===== config.mk =====
export PLATFORM = sky130hd
export DESIGN_NAME = spw_fct_credit_ctrl
export DESIGN_NICKNAME = d
export VERILOG_FILES = /design/src/rtl/spw_fct_credit_ctrl.sv
export SDC_FILE = /design/constraint.sdc
export NUM_CORES = 1
export LEC_CHECK = 0
export CAP_MARGIN = 20
export CORE_ASPECT_RATIO = 1.5
export CORE_MARGIN = 2
export CORE_UTILIZATION = 50
export DETAILED_ROUTE_END_ITERATION = 7
export PLACE_DENSITY = 0.72
export SETUP_SLACK_MARGIN = 0.5
export SLEW_MARGIN = 30
export SYNTH_ARGS = -nofsm -noshare
export SYNTH_HDL_FRONTEND = slang
export SYNTH_SLANG_ARGS = --single-unit

===== constraint.sdc =====
create_clock -name clock -period 3.65 [get_ports clock]
set_input_delay 0.9125 -clock clock [delete_from_list [all_inputs] [get_ports clock]]
set_output_delay 0.9125 -clock clock [all_outputs]
set_load 0.02 [all_outputs]

===== src/rtl/spw_fct_credit_ctrl.sv =====
// SpaceWire flow-control credit scheduler: decides when to emit FCTs for the RX FIFO
// and tracks credit granted by the far end for local N-char transmission.
module spw_fct_credit_ctrl #(
  parameter int AWIDTH     = 6,
  parameter int MAX_CREDIT = 56,
  parameter int FCT_CHUNK  = 8
) (
  input  logic              clock,
  input  logic              reset,
  input  logic              link_run,
  input  logic [AWIDTH-1:0] rx_fifo_count,
  input  logic              rx_nchar,
  output logic              fct_req,
  input  logic              fct_ack,
  input  logic              fct_rcvd,
  input  logic              tx_nchar,
  output logic [5:0]        rx_credit,
  output logic [5:0]        tx_credit,
  output logic              tx_ready,
  output logic              rx_credit_error,
  output logic              tx_credit_error
);

  localparam int CW = 7;
  localparam logic [CW-1:0] DEPTH = CW'((1 << AWIDTH) - 1);
  localparam logic [CW-1:0] MAXC  = CW'(MAX_CREDIT);
  localparam logic [CW-1:0] CHUNK = CW'(FCT_CHUNK);

  typedef enum logic [1:0] {DISABLED, IDLE, REQ, GAP} state_t;

  state_t          state, state_next;
  logic [CW-1:0]   free, rx_plus, tx_plus;
  logic            grant_ok, ack_taken, tx_ovf;
  logic [5:0]      rx_credit_next, tx_credit_next;
  logic            rx_err_next, tx_err_next;

  function automatic logic [5:0] sat_credit(input logic [CW-1:0] v);
    return (v > MAXC) ? MAXC[5:0] : v[5:0];
  endfunction

  assign free      = DEPTH - CW'(rx_fifo_count);
  assign rx_plus   = {1'b0, rx_credit} + CHUNK;
  assign tx_plus   = {1'b0, tx_credit} + CHUNK;
  assign grant_ok  = (rx_plus <= free) && (rx_plus <= MAXC);
  assign ack_taken = fct_ack && (state == REQ);
  assign tx_ovf    = fct_rcvd && (tx_plus > MAXC);

  always_ff @(posedge clock or negedge reset) begin
    if (!reset) state <= DISABLED;
    else        state <= state_next;
  end

  always_comb begin
    state_next = state;
    fct_req    = 1'b0;
    if (!link_run) begin
      state_next = DISABLED;
    end else begin
      case (state)
        DISABLED: state_next = IDLE;
        IDLE:     if (grant_ok) state_next = REQ;
        REQ: begin
          fct_req = 1'b1;
          if (fct_ack) state_next = GAP;
        end
        GAP:      state_next = IDLE;
        default:  state_next = DISABLED;
      endcase
    end
  end

  // An ack coinciding with an incoming N-char nets +7 and cannot underflow.
  always_comb begin
    rx_credit_next = rx_credit;
    rx_err_next    = rx_credit_error;
    if (!link_run) begin
      rx_credit_next = '0;
      rx_err_next    = 1'b0;
    end else if (ack_taken) begin
      rx_credit_next = sat_credit(rx_plus - CW'(rx_nchar));
    end else if (rx_nchar) begin
      if (rx_credit != '0) rx_credit_next = rx_credit - 6'd1;
      else                 rx_err_next    = 1'b1;
    end
  end

  // Overflow check is on the pre-update credit; a rejected FCT still lets tx_nchar consume.
  always_comb begin
    tx_credit_next = tx_credit;
    tx_err_next    = tx_credit_error;
    if (!link_run) begin
      tx_credit_next = '0;
      tx_err_next    = 1'b0;
    end else begin
      if (fct_rcvd && !tx_ovf)
        tx_credit_next = sat_credit(tx_plus - CW'(tx_nchar));
      else if (tx_nchar && tx_credit != '0)
        tx_credit_next = tx_credit - 6'd1;
      if (tx_ovf) tx_err_next = 1'b1;
    end
  end

  always_ff @(posedge clock or negedge reset) begin
    if (!reset) begin
      rx_credit       <= '0;
      tx_credit       <= '0;
      tx_ready        <= 1'b0;
      rx_credit_error <= 1'b0;
      tx_credit_error <= 1'b0;
    end else begin
      rx_credit       <= rx_credit_next;
      tx_credit       <= tx_credit_next;
      tx_ready        <= (tx_credit_next != '0);
      rx_credit_error <= rx_err_next;
      tx_credit_error <= tx_err_next;
    end
  end

endmodule

==> results.toml <==
[status]
status = "complete, no violations"

[pwr]
p_sw_share_pct = 47.7
p_switching_uw = 663
combPwrFrac_pct = 63.9
leakage_nw = 0.971
peakVddDrop_v = 0.000347
p_seq_share_pct = 25.8
p_int_uw = 727
p_clk_share_pct = 10.2
power_density_nw_per_um2 = 621

[synth]
synth_area_per_cell_sq_um = 8.27
yosysTopAreaCellShare_pct = 23.2
synthCells = 222
ys.flop_type = "dfrtp_1"
synth_edf_count = 0
yosysTopAreaCell = "dfrtp_1"
ys_top_cells_by_area = "dfrtp_1 23%, ha_1 16%, nand2_1 4.9%, a21oi_1 3.3%, inv_1 3.3%"
synth_seq_cells = 17
yosysSeqAreaShare_pct = 23.2
syn_area_sq_um = 1840
synthesis.nets = 259
yosys_warnings = 0
ys_types = 58
synthArstFlopShare_pct = 100

[critical_path]
path_cells = "clkdlybuf4s50_1 > and2_1 > clkdlybuf4s50_1"
reg2reg_to = "tx_ready"
r2r-start = "tx_credit[3]"
worstPathArrival_ns = 2.15
critPathTopFamily = "buffers and inverters"
cp_max_fo = 2
startpoint = "link_run"
crit_slowest_cell = "clkdlybuf4s50_1"
path_class = "primary input to output port"
r2r_slack_ns = 0.79
path_depth = 3
worst-path-buf-inv = 2
crit_required_ns = 2.74
endpoint = "fct_req"
cp_slowest_stage_delay_ns = 0.60
cp_common_cell = "clkdlybuf4s50_1"
rr_worst_depth = 8
critPathCaptureType = "output port"
cp-start-kind = "primary input"

[final_layout]
insertedDiodeCount = 0
multiInputGateArea_sq_um = 1310
n_fill_cell = 336
syn_to_final_growth_pct = 21.9
final_nets = 292
final_cell_area_sq_um = 2240
drive_above_1_share_pct = 9.84
seq_area_sq_um = 425

[timing]
period_needed_ns = 3.07
slew_violations = 0
relSlewSlack_pct = 49.4
worstMarginPinSlew_ns = 0.757
grt_setup_unrepaired = "false"
finalCritPeriodShare_pct = 84.0
finalSetupViolCount = 0
fmax_ghz = 0.326
fin_skew_ns = 0.00229
tns_ns = 0
finalHoldViolations = 0

[floorplanning]
die_h_um = 78.2
die_x_um = 53.5
io_pins = 29
dieArea_sq_um = 4180
rows = 27
initial_core_util_pct = 51.3
design.core.area_sq_um = 3580

[clock_tree]
post-cts-setup-buffers = 0
cts-root-buf = "clkbuf_8"
tritoncts = "built"
cts_buffer_depth = 2
cts-htree-levels = 1
cts.clk_slew.worst_paths_ns = 0.07
clock_latency_ns = 0.25
cts_made_buffers = 3
numClockSinks = 17

[route]
finalWirelength_mm = 4.50
vias = 1785
ant_nets = 0
drt_iter0_drc = 58
drtPass1Iterations = 4
vias_per_cell = 6.01
drc = 0
wl_per_cell_um = 15.1

[global_route]
grt_max_degree = 18
grt-ovfl-total = 0
grt_pass1_wl_mm = 7.42
gr-usage-all-layers_pct = 23.5
antenna_found_initial = 0
grt_pass1_vias = 1679

[placement]
gp_congestion = 0.875
placed_area_sq_um = 2190
dp_hpwl_mm = 3.60
port_buffers = 28

[min_path]
min_path_type = "flop to flop"

[flow_run]
drv_cap = 0
-- state kept, by name, summed over array words and instances (netlist names) --
| register | flops |
|---|---|
| tx_ready | 1 |
| rx_credit_error | 1 |
| state | 2 |
| tx_credit_error | 1 |
| tx_credit | 6 |
| rx_credit | 6 |
-- layout make-up --
class / count / share of cell area, %
inverters: 17 / 2.85
clock inverters: 1 / 0.224
flip-flops and latches: 17 / 19.0
multi-input cells: 180 / 58.5
repair buffers: 36 / 15.2
clock buffers: 3 / 1.85
well taps: 43 / 2.40
-- power groups by stage --
stage | clock network [mW] | logic [mW] | registers (mW)
final | 0.142 | 0.889 | 0.359
after global routing | 0.153 | 0.993 | 0.374
after CTS | 0.144 | 0.892 | 0.359
after detailed placement | 0 | 0.885 | 0.361
after global placement | 0 | 0.875 | 0.361
after floorplan | 0 | 0.596 | 0.369
-- kinds of logic after synthesis --
group	after synthesis	synth area share [%]
adder cells (fa/ha/maj)	24	16.4
flip-flops	17	23.2
AO/OA/AOI/OAI	54	21.1
XOR/XNOR	9	4.29
buffers and inverters	25	5.79
multiplexers	2	1.09
AND/OR/NAND/NOR	91	28.2
-- through the flow --
step	std cells	power (mW)	setup slack (ns)	hold WS [ns]	util, %
after floorplan	222	0.965	0.630	0.522	-
after global placement	293	1.24	0.153	0.486	61.1
after detailed placement	293	1.25	0.149	0.486	61.1
after CTS	297	1.39	0.575	0.500	62.5
after global routing	297	1.52	0.525	0.519	62.5
final	297	1.39	0.584	0.495	62.5
-- cells in the final DEF, fill, tap and decap left out, types with 2 or more instances in the layout --
cell type	netlist	routed
clkdlybuf4s50_1	0	27
o21a_1	2	2
a21boi_1	2	2
o31a_1	2	2
nand2_1	24	24
and2_1	2	2
nor3b_1	3	3
xnor2_1	3	3
nand3b_1	3	3
or2_2	2	2
a211oi_1	5	5
and3_1	3	3
nor3_1	8	8
dfrtp_1	17	17
o21ai_0	5	5
ha_2	0	2
a31oi_1	4	4
nor4_1	4	4
clkbuf_8	0	3
buf_4	1	8
o41ai_1	2	2
o2111ai_1	2	2
or3_1	2	2
o211ai_1	5	5
a22o_1	3	3
nor2b_1	3	3
nor4b_1	3	3
a221oi_1	2	2
nor2_1	16	16
nand2b_1	3	3
nand4_1	2	2
a21oi_1	12	12
xor2_1	6	6
ha_1	24	22
inv_1	16	16
mux2i_1	2	2
-- worst min-delay path by stage --
stage	start	endpoint	slack (ns)	cells after the start
finish	tx_credit_error	tx_credit_error	0.50	1
detailed placement	tx_credit_error	tx_credit_error	0.49	1
global placement	tx_credit_error	tx_credit_error	0.49	1
CTS	tx_credit_error	tx_credit_error	0.50	1
floorplan	state[1]	state[1]	0.52	1
global route	tx_credit_error	tx_credit_error	0.52	1
-- cells in the mapped netlist, drive strengths merged (3+ instances only) --
| cell type | n |
|---|---|
| ha | 24 |
| nand2 | 24 |
| dfrtp | 17 |
| nor2 | 17 |
| inv | 16 |
| a21oi | 12 |
| nor3 | 8 |
| o21ai | 6 |
| xor2 | 6 |
| a211oi | 5 |
| clkbuf | 5 |
| nor3b | 5 |
| o211ai | 5 |
| a31oi | 4 |
| and2 | 4 |
| nor4 | 4 |
| nor4b | 4 |
| a22o | 3 |
| and3 | 3 |
| buf | 3 |
| nand2b | 3 |
| nand3b | 3 |
| nor2b | 3 |
| o41ai | 3 |
| xnor2 | 3 |
-- routing by layer --
metal,GRT usage (%),vias to the layer above,routed length [um]
met1,24.6,864,1710
li1,-,871,-
met5,0,-,0
met2,45.7,42,2580
met4,9.74,0,102
met3,0.951,8,99
-- timing repair --
| item | 4_1_cts | 5_1_grt |
|---|---|---|
| endpoints found under the setup margin | 1 | 0 |
| gates resized for setup | 3 | 0 |
| endpoints found under the hold margin | 0 | 0 |
| hold buffers | 0 | 0 |
(Power assumes the default switching activity.)
